==> config.mk <==
export PLATFORM = sky130hd
export DESIGN_NAME = wb_slave_mux
export DESIGN_NICKNAME = d
export VERILOG_FILES = /design/src/rtl/wb_pkg.sv /design/src/rtl/wb_addr_decode.sv /design/src/rtl/wb_slave_mux.sv
export SDC_FILE = /design/constraint.sdc
export NUM_CORES = 1
export LEC_CHECK = 0
export BUFFER_PORTS_ARGS = -buffer_cell sky130_fd_sc_hd__buf_2
export CAP_MARGIN = 15
export CORE_AREA = 4 4 135 137
export DETAILED_ROUTE_END_ITERATION = 12
export DIE_AREA = 0 0 139 141
export MAX_ROUTING_LAYER = met4
export PLACE_DENSITY = 0.65
export SYNTH_ARGS = -nofsm -noshare
export SYNTH_HDL_FRONTEND = slang
export SYNTH_SLANG_ARGS = --single-unit
export TNS_END_PERCENT = 100
==> constraint.sdc <==
create_clock -name i_clk -period 3.2 [get_ports i_clk]
set_input_delay 0.48 -clock i_clk [delete_from_list [all_inputs] [get_ports i_clk]]
set_output_delay 0.48 -clock i_clk [all_outputs]
set_load 0.02 [all_outputs]
==> src/rtl/wb_pkg.sv <==
// Shared types and constants for the Wishbone B4 pipelined slave mux and its
// address decoder.
package wb_pkg;

  typedef enum logic [1:0] {
    ST_IDLE = 2'd0,
    ST_REQ  = 2'd1,
    ST_WAIT = 2'd2,
    ST_ERR  = 2'd3
  } state_t;

  localparam logic [1:0] WB_ERR_NONE     = 2'b00;
  localparam logic [1:0] WB_ERR_UNMAPPED = 2'b01;
  localparam logic [1:0] WB_ERR_TIMEOUT  = 2'b10;

  localparam logic [31:0] WB_ERR_DATA = 32'hDEAD_BEEF;

  // A one-slave system still needs a one-bit index to keep vectors legal.
  function automatic int idx_width(input int n);
    return (n > 1) ? $clog2(n) : 1;
  endfunction

endpackage

==> src/rtl/wb_addr_decode.sv <==
// Combinational priority address decoder: the lowest-numbered slave whose
// masked base matches the address wins, and the offset is the unmasked part.
module wb_addr_decode
  import wb_pkg::*;
#(
  parameter int                      N_SLAVES   = 4,
  parameter int                      AW         = 32,
  parameter logic [N_SLAVES*AW-1:0]  SLAVE_BASE = '0,
  parameter logic [N_SLAVES*AW-1:0]  SLAVE_MASK = '0,
  parameter int                      IW         = idx_width(N_SLAVES)
) (
  input  logic [AW-1:0] addr,
  output logic          hit,
  output logic [IW-1:0] idx,
  output logic [AW-1:0] offset
);

  always_comb begin
    // NOTE: every output gets a default before the loop, otherwise a path
    // with no matching slave would infer a latch.
    hit    = 1'b0;
    idx    = '0;
    offset = addr;
    // Walking downwards lets the lowest matching index overwrite the others.
    for (int i = N_SLAVES - 1; i >= 0; i--) begin
      if ((addr & SLAVE_MASK[i*AW +: AW]) == SLAVE_BASE[i*AW +: AW]) begin
        hit    = 1'b1;
        idx    = IW'(i);
        offset = addr & ~SLAVE_MASK[i*AW +: AW];
      end
    end
  end

endmodule

==> src/rtl/wb_slave_mux.sv <==
// Wishbone B4 pipelined interconnect: one master, N_SLAVES slaves, one
// outstanding transfer, bus error on unmapped addresses and on ack timeout.
module wb_slave_mux
  import wb_pkg::*;
#(
  parameter int                     N_SLAVES   = 4,
  parameter int                     AW         = 32,
  parameter int                     DW         = 32,
  parameter logic [N_SLAVES*AW-1:0] SLAVE_BASE = '0,
  parameter logic [N_SLAVES*AW-1:0] SLAVE_MASK = '0,
  parameter int unsigned            TIMEOUT    = 255,
  parameter logic [31:0]            ERR_DATA   = WB_ERR_DATA
) (
  input  logic                   i_clk,
  input  logic                   i_rst,
  input  logic                   i_wb_cyc,
  input  logic                   i_wb_stb,
  input  logic                   i_wb_we,
  input  logic [AW-1:0]          i_wb_addr,
  input  logic [DW-1:0]          i_wb_data,
  input  logic [DW/8-1:0]        i_wb_sel,
  output logic                   o_wb_stall,
  output logic                   o_wb_ack,
  output logic                   o_wb_err,
  output logic [DW-1:0]          o_wb_data,
  output logic [N_SLAVES-1:0]    o_s_cyc,
  output logic [N_SLAVES-1:0]    o_s_stb,
  output logic                   o_s_we,
  output logic [AW-1:0]          o_s_addr,
  output logic [DW-1:0]          o_s_data,
  output logic [DW/8-1:0]        o_s_sel,
  input  logic [N_SLAVES-1:0]    i_s_stall,
  input  logic [N_SLAVES-1:0]    i_s_ack,
  input  logic [N_SLAVES*DW-1:0] i_s_data,
  output logic [1:0]             o_err_code,
  output logic [AW-1:0]          o_err_addr
);

  localparam int            IW          = idx_width(N_SLAVES);
  localparam int            CW          = $clog2(TIMEOUT + 1);
  localparam logic [CW-1:0] TIMEOUT_CNT = CW'(TIMEOUT);
  localparam logic [DW-1:0] ERR_WORD    = DW'(ERR_DATA);

  state_t                state;
  logic [IW-1:0]         cur_idx;
  logic [AW-1:0]         req_addr;
  logic [CW-1:0]         cnt;

  logic                  dec_hit;
  logic [IW-1:0]         dec_idx;
  logic [AW-1:0]         dec_offset;
  logic [N_SLAVES-1:0]   dec_onehot;

  logic                  request;
  logic                  cur_stall;
  logic                  cur_ack;
  logic                  ack_ok;
  logic                  timed_out;
  logic [DW-1:0]         cur_rdata;

  wb_addr_decode #(
    .N_SLAVES   (N_SLAVES),
    .AW         (AW),
    .SLAVE_BASE (SLAVE_BASE),
    .SLAVE_MASK (SLAVE_MASK),
    .IW         (IW)
  ) u_decode (
    .addr   (i_wb_addr),
    .hit    (dec_hit),
    .idx    (dec_idx),
    .offset (dec_offset)
  );

  always_comb begin
    dec_onehot          = '0;
    dec_onehot[dec_idx] = 1'b1;
  end

  assign request    = i_wb_cyc && i_wb_stb;
  assign cur_stall  = i_s_stall[cur_idx];
  assign cur_ack    = i_s_ack[cur_idx];
  assign cur_rdata  = i_s_data[DW*int'(cur_idx) +: DW];
  // While the strobe is still stalled, an ack only counts once the stall drops.
  assign ack_ok     = cur_ack && ((state == ST_WAIT) || !cur_stall);
  assign timed_out  = (cnt == TIMEOUT_CNT);
  assign o_wb_stall = (state != ST_IDLE);

  // Preloaded to 1 while idle so it equals the cycle number of the access;
  // it then saturates at TIMEOUT rather than wrapping.
  always_ff @(posedge i_clk or negedge i_rst) begin
    if (!i_rst) begin
      cnt <= '0;
    end else if (state == ST_IDLE) begin
      cnt <= CW'(1);
    end else if (cnt != TIMEOUT_CNT) begin
      cnt <= cnt + 1'b1;
    end
  end

  // NOTE: all sequential state uses non-blocking assignments so every
  // register samples the pre-edge values regardless of statement order.
  always_ff @(posedge i_clk or negedge i_rst) begin
    if (!i_rst) begin
      state      <= ST_IDLE;
      cur_idx    <= '0;
      req_addr   <= '0;
      o_wb_ack   <= 1'b0;
      o_wb_err   <= 1'b0;
      o_wb_data  <= '0;
      o_s_cyc    <= '0;
      o_s_stb    <= '0;
      o_s_we     <= 1'b0;
      o_s_addr   <= '0;
      o_s_data   <= '0;
      o_s_sel    <= '0;
      o_err_code <= WB_ERR_NONE;
      o_err_addr <= '0;
    end else begin
      o_wb_ack <= 1'b0;
      o_wb_err <= 1'b0;

      case (state)
        ST_IDLE: begin
          if (request) begin
            req_addr <= i_wb_addr;
            if (dec_hit) begin
              cur_idx  <= dec_idx;
              o_s_cyc  <= dec_onehot;
              o_s_stb  <= dec_onehot;
              o_s_we   <= i_wb_we;
              o_s_addr <= dec_offset;
              o_s_data <= i_wb_data;
              o_s_sel  <= i_wb_sel;
              state    <= ST_REQ;
            end else begin
              o_wb_ack   <= 1'b1;
              o_wb_err   <= 1'b1;
              o_wb_data  <= ERR_WORD;
              o_err_code <= WB_ERR_UNMAPPED;
              o_err_addr <= i_wb_addr;
              state      <= ST_ERR;
            end
          end
        end

        ST_REQ, ST_WAIT: begin
          if (!i_wb_cyc) begin
            // Master abort: release the slave silently.
            o_s_cyc <= '0;
            o_s_stb <= '0;
            state   <= ST_IDLE;
          end else if (ack_ok) begin
            // Checked before the timeout so an ack on the last cycle wins.
            o_wb_ack  <= 1'b1;
            o_wb_data <= cur_rdata;
            o_s_cyc   <= '0;
            o_s_stb   <= '0;
            state     <= ST_IDLE;
          end else if (timed_out) begin
            o_wb_ack   <= 1'b1;
            o_wb_err   <= 1'b1;
            o_wb_data  <= ERR_WORD;
            o_err_code <= WB_ERR_TIMEOUT;
            o_err_addr <= req_addr;
            o_s_cyc    <= '0;
            o_s_stb    <= '0;
            state      <= ST_IDLE;
          end else if ((state == ST_REQ) && !cur_stall) begin
            o_s_stb <= '0;
            state   <= ST_WAIT;
          end
        end

        ST_ERR: begin
          state <= ST_IDLE;
        end

        default: begin
          state <= ST_IDLE;
        end
      endcase
    end
  end

endmodule

## Word-level counts from Yosys, hierarchy flattened

Cells that the tools add are included.

- Word-level logic and storage cells: 67
- ROM bits: 0
- Bits in writable memories: 0
- Flip-flop bits (word level): 154
- Memories: 0
- Input port bits: 209
- Bits in latches: 0

- Shift operators: 0
- Equality and inequality tests: 8
- Add/sub/neg operators: 1
- Bitwise logic cells: 1
- Div/mod/pow operators: 0
- $mul: 0
- Order comparisons: 0
- Mux-type cells: 27
- Reduce and logical (&&, ||, !) cells: 17

Operators by type and width:

| operator | number |
|---|---|
| $mux W32 | 2 |
| $mux W4 | 8 |
| $mux W8 | 2 |
| $pmux W4 S2 | 2 |
| $mux W2 | 5 |
| $reduce_and A3 Y1 | 3 |
| $add A8 B1 Y8 const B | 1 |
| $eq A8 B8 Y1 const B | 1 |
| $ne A8 B8 Y1 const B | 1 |
| $reduce_bool A2 Y1 | 4 |
| $mux W1 | 7 |
| $pmux W2 S3 | 1 |
| $ne A5 B5 Y1 const B | 1 |
| $eq A2 B2 Y1 const B | 2 |
| $ne A4 B4 Y1 const B | 1 |
| $reduce_and A2 Y1 | 2 |
| $reduce_and A4 Y1 | 1 |
| $logic_and A1 B1 Y1 | 3 |
| $eq A2 B1 Y1 const B | 1 |
| $logic_not A2 Y1 | 1 |
| $ne A2 B2 Y1 const B | 1 |
| $reduce_or A2 Y1 | 1 |
| $logic_not A1 Y1 | 1 |
| $logic_or A1 B1 Y1 | 1 |
| $not A1 Y1 | 1 |

## Depth between registers and ports, before layout

Gate-level depths: netlist of the first run.

- Word-level depth: 7
- Depth in mapped cells: 9

## Cells and area by module

A second synthesis of the first run with hierarchy kept.

- Cells, all modules: 700
- Area total of the unflattened synthesis: 9102.5 µm²

By module, submodules not included:

| module | instances | area each (µm²) | cells an instance |
|---|---|---|---|
| wb_slave_mux | 1 | 8832.2 | 663 |
| wb_addr_decode | 1 | 270.3 | 37 |

## Worst setup path before layout of the first run

No wires, ideal clock.

- Path type: reg2reg
- Start point: register state[0]
- End point: register o_err_addr[23]
- Library setup time: 128 ps
- Arrival time: 1808 ps
- Setup slack: 1264 ps
- Period minus slack after synthesis: 1936 ps
- Cell stages (with the launch flop): 10
- Path buffers: 3
- Cells stage by stage: dfrtp_1 > inv_1 > ha_1 > buf_2 > nand2_1 > a21oi_1 > and2_1 > buf_6 > buf_8 > mux2_1

- Longest elaborated chain between the ends: 5

Ends and longest elaborated chain:

| what | line | source |
|---|---|---|
| from (decl) | wb_slave_mux.sv:44 | `state_t state;` |
| from (signal assigned) | wb_slave_mux.sv:104 | `state <= ST_IDLE;` |
| from (signal assigned) | wb_slave_mux.sv:134 | `state <= ST_REQ;` |
| from (signal assigned) | wb_slave_mux.sv:141 | `state <= ST_ERR;` |
| $eq A2 B2 Y1 | wb_slave_mux.sv:84, wb_slave_mux.sv:122 |  |
| $logic_or A1 B1 Y1 | wb_slave_mux.sv:84 | `assign ack_ok = cur_ack && ((state == ST_WAIT) \|\| !cur_stall);` |
| $logic_and A1 B1 Y1 | wb_slave_mux.sv:84 |  |
| $not A1 Y1 (no line) | -- |  |
| $reduce_and A4 Y1 (no line) (*) | -- |  |
| to (signal assigned) | wb_slave_mux.sv:140 | `o_err_addr <= i_wb_addr;` |
| to (signal assigned) | wb_slave_mux.sv:164 | `o_err_addr <= req_addr;` |
| to (decl) | wb_slave_mux.sv:36 | `output logic [AW-1:0] o_err_addr` |

Mark *: on every way between the ends. The rest lies on a longest branch, timed or not.
A chain may end at the register's enable or synchronous reset.

## Final worst setup path of the first run

- Start point: register state[1]
- End point: register o_err_addr[31]

The elaborated chain is that of the path after synthesis.

==> results of run 1 <==
[flip-flops by register name, summed over array words and instances (netlist names)]
signal	cells
o_wb_err	1
o_wb_data	32
o_s_cyc	1
o_s_stb	1
o_s_data	32
o_err_code	1
o_s_we	1
o_err_addr	32
cnt	8
state	2
o_wb_ack	1
o_s_sel	4
o_s_addr	32
[per-stage QoR]
step	total power, mW	instance area [sq um]	std cells	hold WS (ns)
final	7.61	7860	858	0.0859
after CTS	7.72	7860	858	0.107
after global routing	8.03	7860	858	0.129
after detailed placement	5.76	7280	826	0.456
after global placement	5.65	7280	826	0.452
after floorplan	4.66	5900	377	0.184
[kinds of logic (layout without fill, tap and decap cells)]
logic type,count (synthesis),after routing,synth area share [%]
DFF,148,148,63.1
muxes,104,104,21.2
AOI/OAI and AO/OA,47,47,6.84
and+or+nand+nor,33,33,3.47
buffers and inverters,31,287,4.03
adders and majority gates,5,5,1.07
xor gates and xnor gates,2,2,0.298
other,1,7,0.0639
[cells in the mapped netlist (all sizes together) (3+ instances only)]
| master | number |
|---|---|
| nor2 | 6 |
| a31oi | 5 |
| dfrtp | 148 |
| o22a | 24 |
| clkbuf | 3 |
| a22o | 8 |
| nand3 | 3 |
| nand4 | 3 |
| buf | 23 |
| ha | 5 |
| mux2 | 102 |
| nand2 | 10 |
| inv | 5 |
[metal layers]
layer	vias up	track usage (%)	wire length [um]
met1	1959	18.2	6210
met4	0	4.48	160
li1	1821	-	-
met5	-	-	0
met2	201	23.8	6720
met3	12	4.99	1130
[final cells by class]
type | instances | area [sq um] | area share (%)
sequential | 148 | 3700 | 47.1
tap | 225 | 282 | 3.58
inverter | 5 | 21.3 | 0.271
clock inverter | 12 | 121 | 1.54
multi-input combinational | 198 | 1970 | 25.1
clock buffer | 20 | 457 | 5.81
timing repair buffer | 250 | 1310 | 16.6
[worst reg2reg max path: stages (launching register included)]
cell and delay (ns):
dfrtp_1 0.37, inv_1 0.09, ha_1 0.48, nand2_1 0.11, a21oi_1 0.24, and2_2 0.45
buf_12 0.25, mux2_2 0.39
[final timing paths]
kind,from,endpoint,cells after the start
setup / recovery,state[1],o_err_addr[31],7
hold / removal,i_rst,o_s_sel[1],1
setup reg to reg,state[1],o_err_addr[31],7
hold reg to reg,o_err_code[1],o_err_code[1],1
max in group asynchronous,i_rst,o_s_data[21],2
min in group i_clk,i_wb_sel[1],o_s_sel[1],2
[power by group]
part | leakage (nW) | switching, mW | total [mW] | internal, mW
Combinational | 1.87 | 1.61 | 2.71 | 1.11
Sequential | 1.83 | 0.422 | 2.98 | 2.56
Clock | 0.276 | 0.789 | 1.91 | 1.13
==> run metrics, run 1 <==
status=completed; diodes inserted=0; Slew @ Worst Pin=0.706 ns; number of gates resized after CTS=0; most frequent cells in the layout=244 x buf_2, 148 x dfrtp_1, 73 x mux2_2; FFs w/ async S/R, synth=100%; Seq/Total Area, Yosys=63.1%; TNS Setup=0 ns; CP max-delay cell=ha_1; crit path max fanout=25; core footprint=17100 sq um; Hold Crit Class=input pin to asynchronous set/reset pin; Synth Area per Inst=15.8 sq um; GRT overflow=0; CTS Root Buffer Type=clkbuf_16; initial antenna violation count=0; worst setup margin=0.695 ns; cell family with most CP delay=simple AND/OR/NAND/NOR gates; Synth area leader=dfrtp_1; final core occ=46.1%; DP Wirelength=10800 um; Vias/cell=4.65; maxcap violations=0; Synth Flop Type=dfrtp_1; count of cell types in the netlist=45; Place WS=0.697 ns; Die X=139 um; worst skew pair latency=0.41 ns; max_slew headroom=52.9%; # Post-CTS Setup Buffers=0; first drt pass iteration count=4; initial DRC count=77; CP max stage delay=0.48 ns; EDFF count, synth=0; Power per Cell Area=968 nW/um^2; Mapped Cells=371; commonest non-fill, non-tap cell in the layout=buf_2; post-route ant nets=0; WS Path Type=flip-flop to flip-flop; clock sink total=148; CTS Hold Bufs=0; Total Wirelength=14200 um; Core Rows=48; DRC Markers=0; ranking of synthesized cells by area=dfrtp_1 63%, mux2_2 14%, mux2_4 5.1%; Clock Skew=0.00963 ns; Final min period=2.50 ns; final setup fails=0; pin count of the biggest net entering global routing=79; leakage=3.97 nW; Final period util=78.3%; RD Place Congestion=0.878; CTS Buf Count=17; die area=19600 sq um; clk slew on worst S/H paths=0.06 ns; Max Slew Vio Count=0; layout cells sized above 1=61.0%; CTS HTree Levels=4; Mapped Area=5870 sq um; post-synth top area share=63.1%; Starting Density=34.4%; Worst Path Required=3.49 ns; Reg2Reg Setup Slack=0.70 ns; Yosys reg bits=148; height of the die=141 um; Critical Path Start Type=flip-flop; synthesis-to-finish area growth=33.9%; crit path DAT=2.80 ns; Longest Clk Path Bufs=2; YS warnings=0; FILL cells=1518; Fin. Hold Viols=0; Worst Path Buf+Inv=2; vias=3993; vias in the first global route=4399; RSZ-0062 raised after global routing=false; Max VDD drop=458 uV; drt wl/cell=16.6 um; aggregate global-route resource usage=14.9%; final net count=834; first-pass GRT wire length=22600 um; crit path cell chain=inv_1 > ha_1 > nand2_1 > a21oi_1 > and2_2 > buf_12 > mux2_2; FMAX=399 MHz; CTS tree=yes; IO Count=355; buffers added on ports=245; Critical Path Sink Type=flip-flop
Note: power is estimated with default switching activity, not from simulation.
==> run 2, diff against run 1 <==
--- a/config.mk
+++ b/config.mk
@@ -7,11 +7,11 @@
 export LEC_CHECK = 0
 export BUFFER_PORTS_ARGS = -buffer_cell sky130_fd_sc_hd__buf_2
 export CAP_MARGIN = 15
-export CORE_AREA = 4 4 135 137
+export CORE_AREA = 4 4 136 138
 export DETAILED_ROUTE_END_ITERATION = 12
-export DIE_AREA = 0 0 139 141
+export DIE_AREA = 0 0 140 142
 export MAX_ROUTING_LAYER = met4
-export PLACE_DENSITY = 0.65
+export PLACE_DENSITY = 0.67
 export SYNTH_ARGS = -nofsm -noshare
 export SYNTH_HDL_FRONTEND = slang
 export SYNTH_SLANG_ARGS = --single-unit
==> constraint.sdc (replaced) <==
create_clock -name i_clk -period 2.2 [get_ports i_clk]
set_input_delay 0.33 -clock i_clk [delete_from_list [all_inputs] [get_ports i_clk]]
set_output_delay 0.33 -clock i_clk [all_outputs]
set_load 0.02 [all_outputs]
==> run metrics, run 2 (same netlist as run 1, synthesis figures left out) <==
status=completed; post-route ant nets=0; synthesis-to-finish area growth=36.0%; maxcap violations=0; CP max-delay cell=ha_1; diodes inserted=0; Starting Density=34.2%; leakage=4.03 nW; r2r startpoint=cnt[0]; GRT overflow=0; post-route cell area=7990 sq um; commonest non-fill, non-tap cell in the layout=buf_2; Final min period=2.04 ns; aggregate global-route resource usage=15.5%; DP Wirelength=10900 um; Fin. Hold Viols=0; die area=19900 sq um; Clock Skew=0.0102 ns; Vias/cell=4.65; vias in the first global route=4426; drt wl/cell=16.7 um; CP max stage delay=0.41 ns; Max VDD drop=761 uV; origin of the worst setup path=state[0]; IO Count=355; HP Start=i_wb_addr[13]; final core occ=46.5%; hold slack=0.143 ns; Die X=140 um; buffers added on ports=245; core footprint=17200 sq um; CTS Root Buffer Type=clkbuf_16; final net count=841; CP most frequent cell=inv_1; CTS tree=yes; TNS Setup=0 ns; DP Area=7340 sq um; layout cells sized above 1=61.3%; RD Place Congestion=0.922; Critical Path Sink Type=output port; initial antenna violation count=0; first-pass GRT wire length=23700 um; crit path max fanout=8; clock sink total=148; Critical Path Start Type=flip-flop; WS Path Type=flip-flop to output port; pin count of the biggest net entering global routing=82; Longest Clk Path Bufs=2; FMAX=491 MHz; Total Wirelength=14500 um; most frequent cells in the layout=244 x buf_2, 148 x dfrtp_1, 73 x mux2_2; first drt pass iteration count=4; Worst Path Buf+Inv=3; DRC Markers=0; Total Power=11.4 mW; height of the die=142 um; RSZ-0062 raised after global routing=false; CTS Buf Count=17; cell family with most CP delay=buffers and inverters; Final period util=92.6%; clk slew on worst S/H paths=0.07 ns; crit path DAT=1.71 ns; Worst Path Required=1.87 ns; initial DRC count=131; Core Rows=48; worst skew pair latency=0.41 ns; Max Slew Vio Count=0; CTS HTree Levels=4; Hold Crit Class=input pin to flip-flop; final setup fails=0; crit path cell chain=inv_1 > ha_1 > inv_1 > buf_2; Power per Cell Area=1430 nW/um^2; vias=4024
## run 2: power breakdown
part | leakage [nW] | total, mW | switching [mW] | internal, mW
sequential | 1.83 | 4.32 | 0.604 | 3.72
clock | 0.299 | 3.11 | 1.16 | 1.95
combinational | 1.91 | 3.98 | 2.35 | 1.64
total | 4.03 | 11.4 | 4.11 | 7.31
## run 2: through the flow
step / std cells / worst slack [ns]
after floorplan: 377 / 0.264
after global placement: 832 / 0.311
after detailed placement: 832 / 0.249
after CTS: 865 / 0.138
after global routing: 865 / 0.0222
final: 865 / 0.163
## run 2: area by class of cell
class	instances	area (sq um)
fill	1570	9190
sequential	148	3700
multi-input combinational	198	1970
timing repair buffer	257	1380
clock buffer	19	443
tap	225	282
clock inverter	13	196
inverter	5	21.3
## run 2: repair_timing
action                                  in CTS  in global routing
endpoints found under the setup margin       0                  0
hold buffers                                 1                  0
endpoints found under the hold margin       39                  0
buffers inserted                             0                  0
resized for setup                            0                  0
## run 2: worst paths after layout
| path | slack [ns] | endpoint | cells past startpoint |
|---|---|---|---|
| worst max-delay path | 0.16 | o_wb_stall | 4 |
| min in group asynchronous | 0.43 | o_err_addr[7] | 2 |
| max in group asynchronous | 1.01 | o_wb_data[3] | 3 |
| worst min register to register | 0.48 | o_err_addr[29] | 1 |
| worst max register to register | 0.25 | o_err_addr[27] | 6 |
| worst min-delay path | 0.14 | o_s_addr[13] | 2 |
## run 2: per-layer routing
layer | part of all wire (%) | GRT usage [%] | vias up
met2 | 49 | 25.4 | 208
li1 | - | - | 1830
met1 | 42 | 18.9 | 1971
met5 | 0 | - | -
met3 | 7.8 | 4.10 | 15
met4 | 1.1 | 4.84 | 0
